### src/rtl/stack_mem_ctrl.sv
// stack_mem_ctrl: data-memory port arbiter owning SP; PUSH/POP, CALL/RET and interrupt PC save/restore
// Optional build macro SP_BOUNDS_CHECK_EN suppresses stack overflow/underflow and pulses stack_fault.
module stack_mem_ctrl #(
    parameter int                ADDR_W     = 16,
    parameter logic [ADDR_W-1:0] SP_RESET   = 16'h07FF,
    parameter logic [ADDR_W-1:0] SP_LIMIT   = 16'h0400,
    parameter logic [31:0]       INT_VECTOR = 32'h0
) (
    input  logic              clk,
    input  logic              rst,
    input  logic              mem_read,
    input  logic              mem_write,
    input  logic              push,
    input  logic              pop,
    input  logic              call_req,
    input  logic              ret_req,
    input  logic              int_req,
    input  logic [ADDR_W-1:0] ex_addr,
    input  logic [15:0]       ex_wdata,
    input  logic [31:0]       pc_in,
    input  logic [15:0]       mem_rdata,
    output logic [ADDR_W-1:0] mem_addr,
    output logic [15:0]       mem_wdata,
    output logic              mem_we,
    output logic              mem_re,
    output logic              stall,
    output logic              wb_bubble,
    output logic [31:0]       pc_out,
    output logic              pc_load,
    output logic [ADDR_W-1:0] sp_out,
    output logic              stack_fault
);
    typedef enum logic [2:0] {IDLE, PUSH_HI, PUSH_LO, POP_LO, POP_HI} state_t;
    localparam logic [ADDR_W-1:0] ONE = ADDR_W'(1);
    localparam logic [ADDR_W-1:0] TWO = ADDR_W'(2);
`ifdef SP_BOUNDS_CHECK_EN
    localparam bit CHK = 1'b1;
`else
    localparam bit CHK = 1'b0;
`endif
    state_t            state_q, state_d;
    logic [ADDR_W-1:0] sp_q, sp_d;
    logic [15:0]       lo_q, lo_d;
    logic              int_q, int_d;
    logic              f_push1, f_push2, f_pop1, f_pop2, ldst, seq_push;
    assign f_push1  = CHK && (int'(sp_q) - 1 < int'(SP_LIMIT));
    assign f_push2  = CHK && (int'(sp_q) - 2 < int'(SP_LIMIT));
    assign f_pop1   = CHK && (int'(sp_q) + 1 > int'(SP_RESET));
    assign f_pop2   = CHK && (int'(sp_q) + 2 > int'(SP_RESET));
    assign ldst     = mem_read | mem_write;
    assign seq_push = int_req | (call_req & ~ret_req);
    assign sp_out   = sp_q;
    // State, SP, low return word and interrupt flag registers
    always_ff @(posedge clk) begin
        if (rst) begin
            state_q <= IDLE;
            sp_q    <= SP_RESET;
            lo_q    <= '0;
            int_q   <= 1'b0;
        end else begin
            state_q <= state_d;
            sp_q    <= sp_d;
            lo_q    <= lo_d;
            int_q   <= int_d;
        end
    end
    // Request arbitration, sequencing and memory-port drive
    always_comb begin
        state_d     = state_q;
        sp_d        = sp_q;
        lo_d        = lo_q;
        int_d       = int_q;
        mem_addr    = '0;
        mem_wdata   = '0;
        mem_we      = 1'b0;
        mem_re      = 1'b0;
        stall       = 1'b0;
        wb_bubble   = 1'b0;
        pc_out      = '0;
        pc_load     = 1'b0;
        stack_fault = 1'b0;
        case (state_q)
            IDLE: begin
                if (seq_push) begin
                    if (f_push2) begin
                        stack_fault = 1'b1;
                        stall       = ret_req | push | pop | ldst;
                    end else begin
                        state_d   = PUSH_HI;
                        int_d     = int_req;
                        stall     = 1'b1;
                        wb_bubble = 1'b1;
                    end
                end else if (ret_req) begin
                    if (f_pop2) begin
                        stack_fault = 1'b1;
                        stall       = call_req | push | pop | ldst;
                    end else begin
                        state_d   = POP_LO;
                        stall     = 1'b1;
                        wb_bubble = 1'b1;
                    end
                end else if (push) begin
                    stall       = pop | ldst;
                    stack_fault = f_push1;
                    mem_addr    = sp_q;
                    mem_wdata   = ex_wdata;
                    mem_we      = !f_push1;
                    sp_d        = f_push1 ? sp_q : sp_q - ONE;
                end else if (pop) begin
                    stall       = ldst;
                    stack_fault = f_pop1;
                    mem_addr    = sp_q + ONE;
                    mem_re      = !f_pop1;
                    sp_d        = f_pop1 ? sp_q : sp_q + ONE;
                end else begin
                    mem_addr  = ex_addr;
                    mem_wdata = ex_wdata;
                    mem_we    = mem_write;
                    mem_re    = mem_read;
                end
            end
            PUSH_HI: begin
                mem_addr  = sp_q;
                mem_wdata = pc_in[31:16];
                mem_we    = 1'b1;
                stall     = 1'b1;
                wb_bubble = 1'b1;
                state_d   = PUSH_LO;
            end
            PUSH_LO: begin
                mem_addr  = sp_q - ONE;
                mem_wdata = pc_in[15:0];
                mem_we    = 1'b1;
                wb_bubble = 1'b1;
                pc_load   = int_q;
                pc_out    = int_q ? INT_VECTOR : '0;
                sp_d      = sp_q - TWO;
                state_d   = IDLE;
            end
            POP_LO: begin
                mem_addr  = sp_q + ONE;
                mem_re    = 1'b1;
                lo_d      = mem_rdata;
                stall     = 1'b1;
                wb_bubble = 1'b1;
                state_d   = POP_HI;
            end
            POP_HI: begin
                mem_addr  = sp_q + TWO;
                mem_re    = 1'b1;
                wb_bubble = 1'b1;
                pc_out    = {mem_rdata, lo_q};
                pc_load   = 1'b1;
                sp_d      = sp_q + TWO;
                state_d   = IDLE;
            end
            default: state_d = IDLE;
        endcase
    end
endmodule

### config.mk
export PLATFORM = sky130hd
export DESIGN_NAME = stack_mem_ctrl
export DESIGN_NICKNAME = d
export VERILOG_FILES = /design/src/rtl/stack_mem_ctrl.sv
export SDC_FILE = /design/constraint.sdc
export NUM_CORES = 1
export LEC_CHECK = 0
export ABC_CLOCK_PERIOD_IN_PS = 5700
export CAP_MARGIN = 20
export CORE_ASPECT_RATIO = 0.6
export CORE_MARGIN = 5
export CORE_UTILIZATION = 47
export CTS_CLUSTER_SIZE = 10
export DETAILED_ROUTE_END_ITERATION = 12
export GPL_TIMING_DRIVEN = 0
export PLACE_DENSITY = 0.88
export SLEW_MARGIN = 20
export SYNTH_ARGS = -nofsm -noshare
export SYNTH_HDL_FRONTEND = slang
export SYNTH_SLANG_ARGS = --single-unit
### constraint.sdc
create_clock -name clk -period 5.7 [get_ports clk]
set_clock_uncertainty 0.05 [all_clocks]
set_input_delay 1.14 -clock clk [delete_from_list [all_inputs] [get_ports clk]]
set_output_delay 1.14 -clock clk [all_outputs]
set_load 0.03 [all_outputs]
# After elaboration in Yosys (flattened, before gate mapping)
# Index checks and enable logic that the tools add are counted.
[word_totals]
reg_bits = 36
inputBits = 89
out_inout_bits = 86
[op_classes]
addsub = 4
eq_ne = 8
mux = 38
n_bitwise = 5
n_reduce_logical = 8
[op_table]
columns = ["operator", "n"]
rows = [
  ["two-way mux 16 bit", 12],
  ["one-hot mux 16 bit (3 select lines)", 2],
  ["one-hot mux 16 bit (5 select lines)", 1],
  ["two-way mux 32 bit", 1],
  ["adder 16 x 1 -> 16 bit (second input constant)", 1],
  ["adder 16 x 2 -> 16 bit (second input constant)", 1],
  ["subtractor 16 x 1 -> 16 bit (second input constant)", 1],
  ["subtractor 16 x 2 -> 16 bit (second input constant)", 1],
  ["two-way mux 1 bit", 14],
  ["one-hot mux 1 bit (2 select lines)", 5],
  ["one-hot mux 3 bit (3 select lines)", 1],
  ["== test 3 x 2 -> 1 bit (second input constant)", 2],
  ["two-way mux 3 bit", 2],
  ["inequality test 3 bit (second input constant)", 2],
  ["OR reduction 2 bit", 3],
  ["inequality test 2 bit (second input constant)", 2],
  ["AND reduction 4 bit", 1],
  ["OR reduction 4 bit", 1],
  ["== test 3 x 1 -> 1 bit (second input constant)", 1],
  ["== test 3 bit (second input constant)", 1],
  ["zero test 3 bit", 1],
  ["bitwise OR 1 bit", 3],
  ["nonzero test 3 bit", 1],
  ["AND reduction 2 bit", 1],
  ["other kinds (2)", 2],
]

# Longest topological paths before layout
[depth]
word_depth = 6
ltp_mapped = 10
mapped_depth_nobuf = 8

# Least setup slack after synthesis
# OpenSTA, ideal clock, no wires.
[synth_path]
kind = "input to output"
startpoint = "in int_req"
endpoint = "out mem_addr[13]"
arrival_time_ns = 3.391
t_required_ns = 4.510
setup_slack_ns = 1.119
path_stages = 5
path_cell_list = "or3_1 o41ai_2 buf_2 a21oi_1 o311ai_0"
[synth_via]
elab_chain_cells = 3
[synth_rtl]
columns = ["element", "line_no", "rtl"]
rows = [
  ["from (decl)", "17", "input logic int_req,"],
  ["bitwise OR 1 bit", "51", "assign seq_push = int_req | (call_req & ~ret_req);"],
  ["two-way mux 16 bit", "84", "if (seq_push) begin"],
  ["one-hot mux 16 bit (5 select lines)", "82", "case (state_q)"],
  ["to (decl)", "22", "output logic [ADDR_W-1:0] mem_addr,"],
]
# Every way passes these cells.

# Worst setup path after layout
[layout_path]
startpoint = "in int_req"
endpoint = "out mem_addr[1]"
# Same word-level chain as after synthesis.

==> run metrics <==
status=complete, no violations; Ys Warns=0; Synth Area in Adders=1.56%; synth cell count leaders=69 x nand2_1, 60 x nor2_1, 47 x a21oi_1; asr flop ratio synth=0%; Synth Area in XOR/XNOR=5.67%; mux contribution to synthesized area=1.53%; CORE AREA=0.00843 mm²; Main synth FF type=dfxtp_1; die width=129 µm; post-synth cell types=75; Ant. Diodes=0; Max clock buf depth=2; Min-Delay Endpoint=lo_q[6]; final setup violation count=0; post-CTS sizing=0; sw power=609 µW; CP most frequent cell=clkdlybuf4s50_1; Post-Syn Area=0.00402 mm²; simple-gate share of the synthesized area=32.9%; share of cells above drive strength 1=7.98%; final net count=857; area growth from synthesis to layout=50.7%; post-route worst setup slack=0.189 ns; Tcrit/Tclk final=96.7%; count leader, synth=nand2_1; area occupied by multi-input gates=0.00295 mm²; CP Buf/Inv Count=3; clk root buf=clkbuf_16; total global-route track usage=35.0%; slowest CP cell=clkdlybuf4s50_1; Post-CTS Hold Fix Bufs=0; Synth top area share=17.9%; sw frac=44.1%; HP Class=reg2reg; total clock buffers created by CTS=5; Tmin final=5.51 ns; worst skew pair latency=0.30 ns; measured slew at the worst slew-check pin=0.809 ns; Yosys reg bits=36; power per cell area=228 mW/mm²; largest net degree at the start of global routing=13; first-pass GRT wire length=28.6 mm; synth top area cells=dfxtp_1 18%, nand2_1 6.4%, a21oi_1 5.9%; CTS sink count=36; CP cell instances=clkdlybuf4s50_1 > nor3_2 > nand2_1 > nor2_1 > clkbuf_1 > a221oi_1 > o211ai_1 > clkdlybuf4s50_1; sequential cell area=721 µm²; final setup TNS=0 ns; WHS Path Cells=2; Post-synth EDFFs=0; worst reg-to-reg path cell count=8; DRC=0; sequential power share=21.1%; Final Hold Viols=0; via count=5689; drt first pass iters=7; vias in the first global route=5296; Routed Antenna Nets=0; initial antenna violation count=0; VDD IR max=0.162 mV; initial DRC count=788; R2R setup slack=2.59 ns; HPWL Detailed=14.9 mm; Synth Area per Inst=6.88 µm²; CP delay by family, top=buffers and inverters; combinational power share=54.7%; Compound-Gate Fraction of Synth Area=31.5%; Cells after DPL=868; Place WS=0.380 ns; Worst Setup Start Kind=primary input; height of the die=81.6 µm; Leak=0.00231 µW; Syn Nets=678; internal power=771 µW; Avg Vias per Cell=6.49; cell count after synthesis=584; grt ovf=0; headroom to the max-slew limit=45.9%; TritonCTS clock tree=built; Clk pwr share=24.2%; row count=26; GPL Wtd Cong=1.01; critical path capture point type=output port; clk slew on worst S/H paths=0.06 ns; reg-to-reg startpoint=sp_out[0]; RSZ-0062 raised after global routing=no; setup bufs post-CTS=0; crit path max fanout=10; CP max stage delay=0.71 ns; max-cap violations=0; count of input and output buffers=172; DIE AREA=0.0106 mm²; max frequency=181 MHz; Layout fillers=653; Min Hold Slack=0.402 ns; Worst EP arrival=4.32 ns; Post-Route WL=19.5 mm; Max Slew Vio Count=0; final core utilization=71.8%; critical path class=in2out; Hold Path Origin=lo_q[6]; largest family of logic cells by synthesized area=simple AND/OR/NAND/NOR gates; Yosys top cell by area=dfxtp_1; Finished Layout Cells=876; Ports=175; required time worst endpoint=4.51 ns; sequential area share after synthesis=17.9%; WL/cell=22.3 µm; Starting Density=47.7%; number of H-tree levels=2; Critical R2R Capture=sp_out[8]
## stage by stage
stage	total power (µW)	area (µm²)
after floorplan	740	4020
after global placement	1010	5880
after detailed placement	1020	5880
after CTS	1350	6050
final	1380	6050
after global routing	1430	6050
## layout make-up
cell class / instances / area share (%)
clock buffers: 5 / 2.07
well taps: 112 / 2.31
inverters: 25 / 1.55
repair buffers: 172 / 28.4
plain buffers: 54 / 4.24
multi-input cells: 469 / 48.8
clock inverters: 3 / 0.703
flip-flops and latches: 36 / 11.9
## how the worst max path moves through the flow
stage	from	endpoint	depth (start not counted)
2_1_floorplan	int_req	mem_addr[13]	5
3_5_place_dp	int_req	mem_addr[7]	8
5_1_grt	int_req	mem_addr[1]	8
6_report	int_req	mem_addr[1]	8
4_1_cts	int_req	mem_addr[7]	8
3_3_place_gp	push	mem_addr[10]	7
## cell families after synthesis
logic type | Yosys count
flops | 36
compound gates | 181
simple gates | 250
buf+inv | 79
xor+xnor | 26
other cells | 1
fa+ha+maj | 5
mux | 6
## power groups by stage
stage,logic [µW],registers (µW),clock network (µW)
after CTS,732,290,329
after floorplan,429,311,0
after global placement,718,295,0
after global routing,792,293,345
final,755,292,333
after detailed placement,728,296,0
## worst register-to-register path: cells and delay by family, from the launching register on
kind / cells / cell delay [ns]
buf+inv: 2 / 1.04
compound gates: 2 / 0.62
fa+ha+maj: 1 / 0.44
flops: 1 / 0.39
simple gates: 2 / 0.35
xor+xnor: 1 / 0.11
## registers in the layout, summed over array words and instances (netlist names)
name and count:
int_q 1, state_q 3, sp_out 16, lo_q 16
## cell usage in the layout, fill, tap and decap left out, drive strengths merged, types with 2 or more instances in the layout
cell,Yosys,routed
and3,5,5
a221oi,10,10
nand4,12,12
o31ai,3,3
clkdlybuf4s50,0,172
nor4,11,11
nand2b,2,2
inv,24,24
nand2,69,69
buf,30,30
o31a,3,3
nor2,60,60
xor2,14,14
nor3,14,14
a211oi,4,4
a222oi,18,18
and2,35,35
clkinv,1,2
or2,5,5
or3,9,9
xnor2,12,12
a21boi,3,3
a31oi,9,9
dfxtp,36,36
o22ai,11,11
o221ai,4,4
a21o,7,7
nor3b,4,4
o21ai,30,30
o211ai,7,7
nand3b,2,2
or4,3,3
a2111oi,5,5
mux2i,5,5
nand3,15,15
ha,5,5
a22oi,7,7
a21oi,47,47
o32ai,3,3
clkbuf,24,29
## metal layers
| metal | vias up | global-route usage [%] | wire length (µm) |
|---|---|---|---|
| li1 | 2505 | - | - |
| met1 | 2653 | 45.8 | 7840 |
| met2 | 464 | 52.7 | 8060 |
| met3 | 67 | 13.4 | 2990 |
| met4 | 0 | 12.1 | 627 |
| met5 | - | 0 | 0 |
Note: power is estimated with default switching activity, not from simulation.
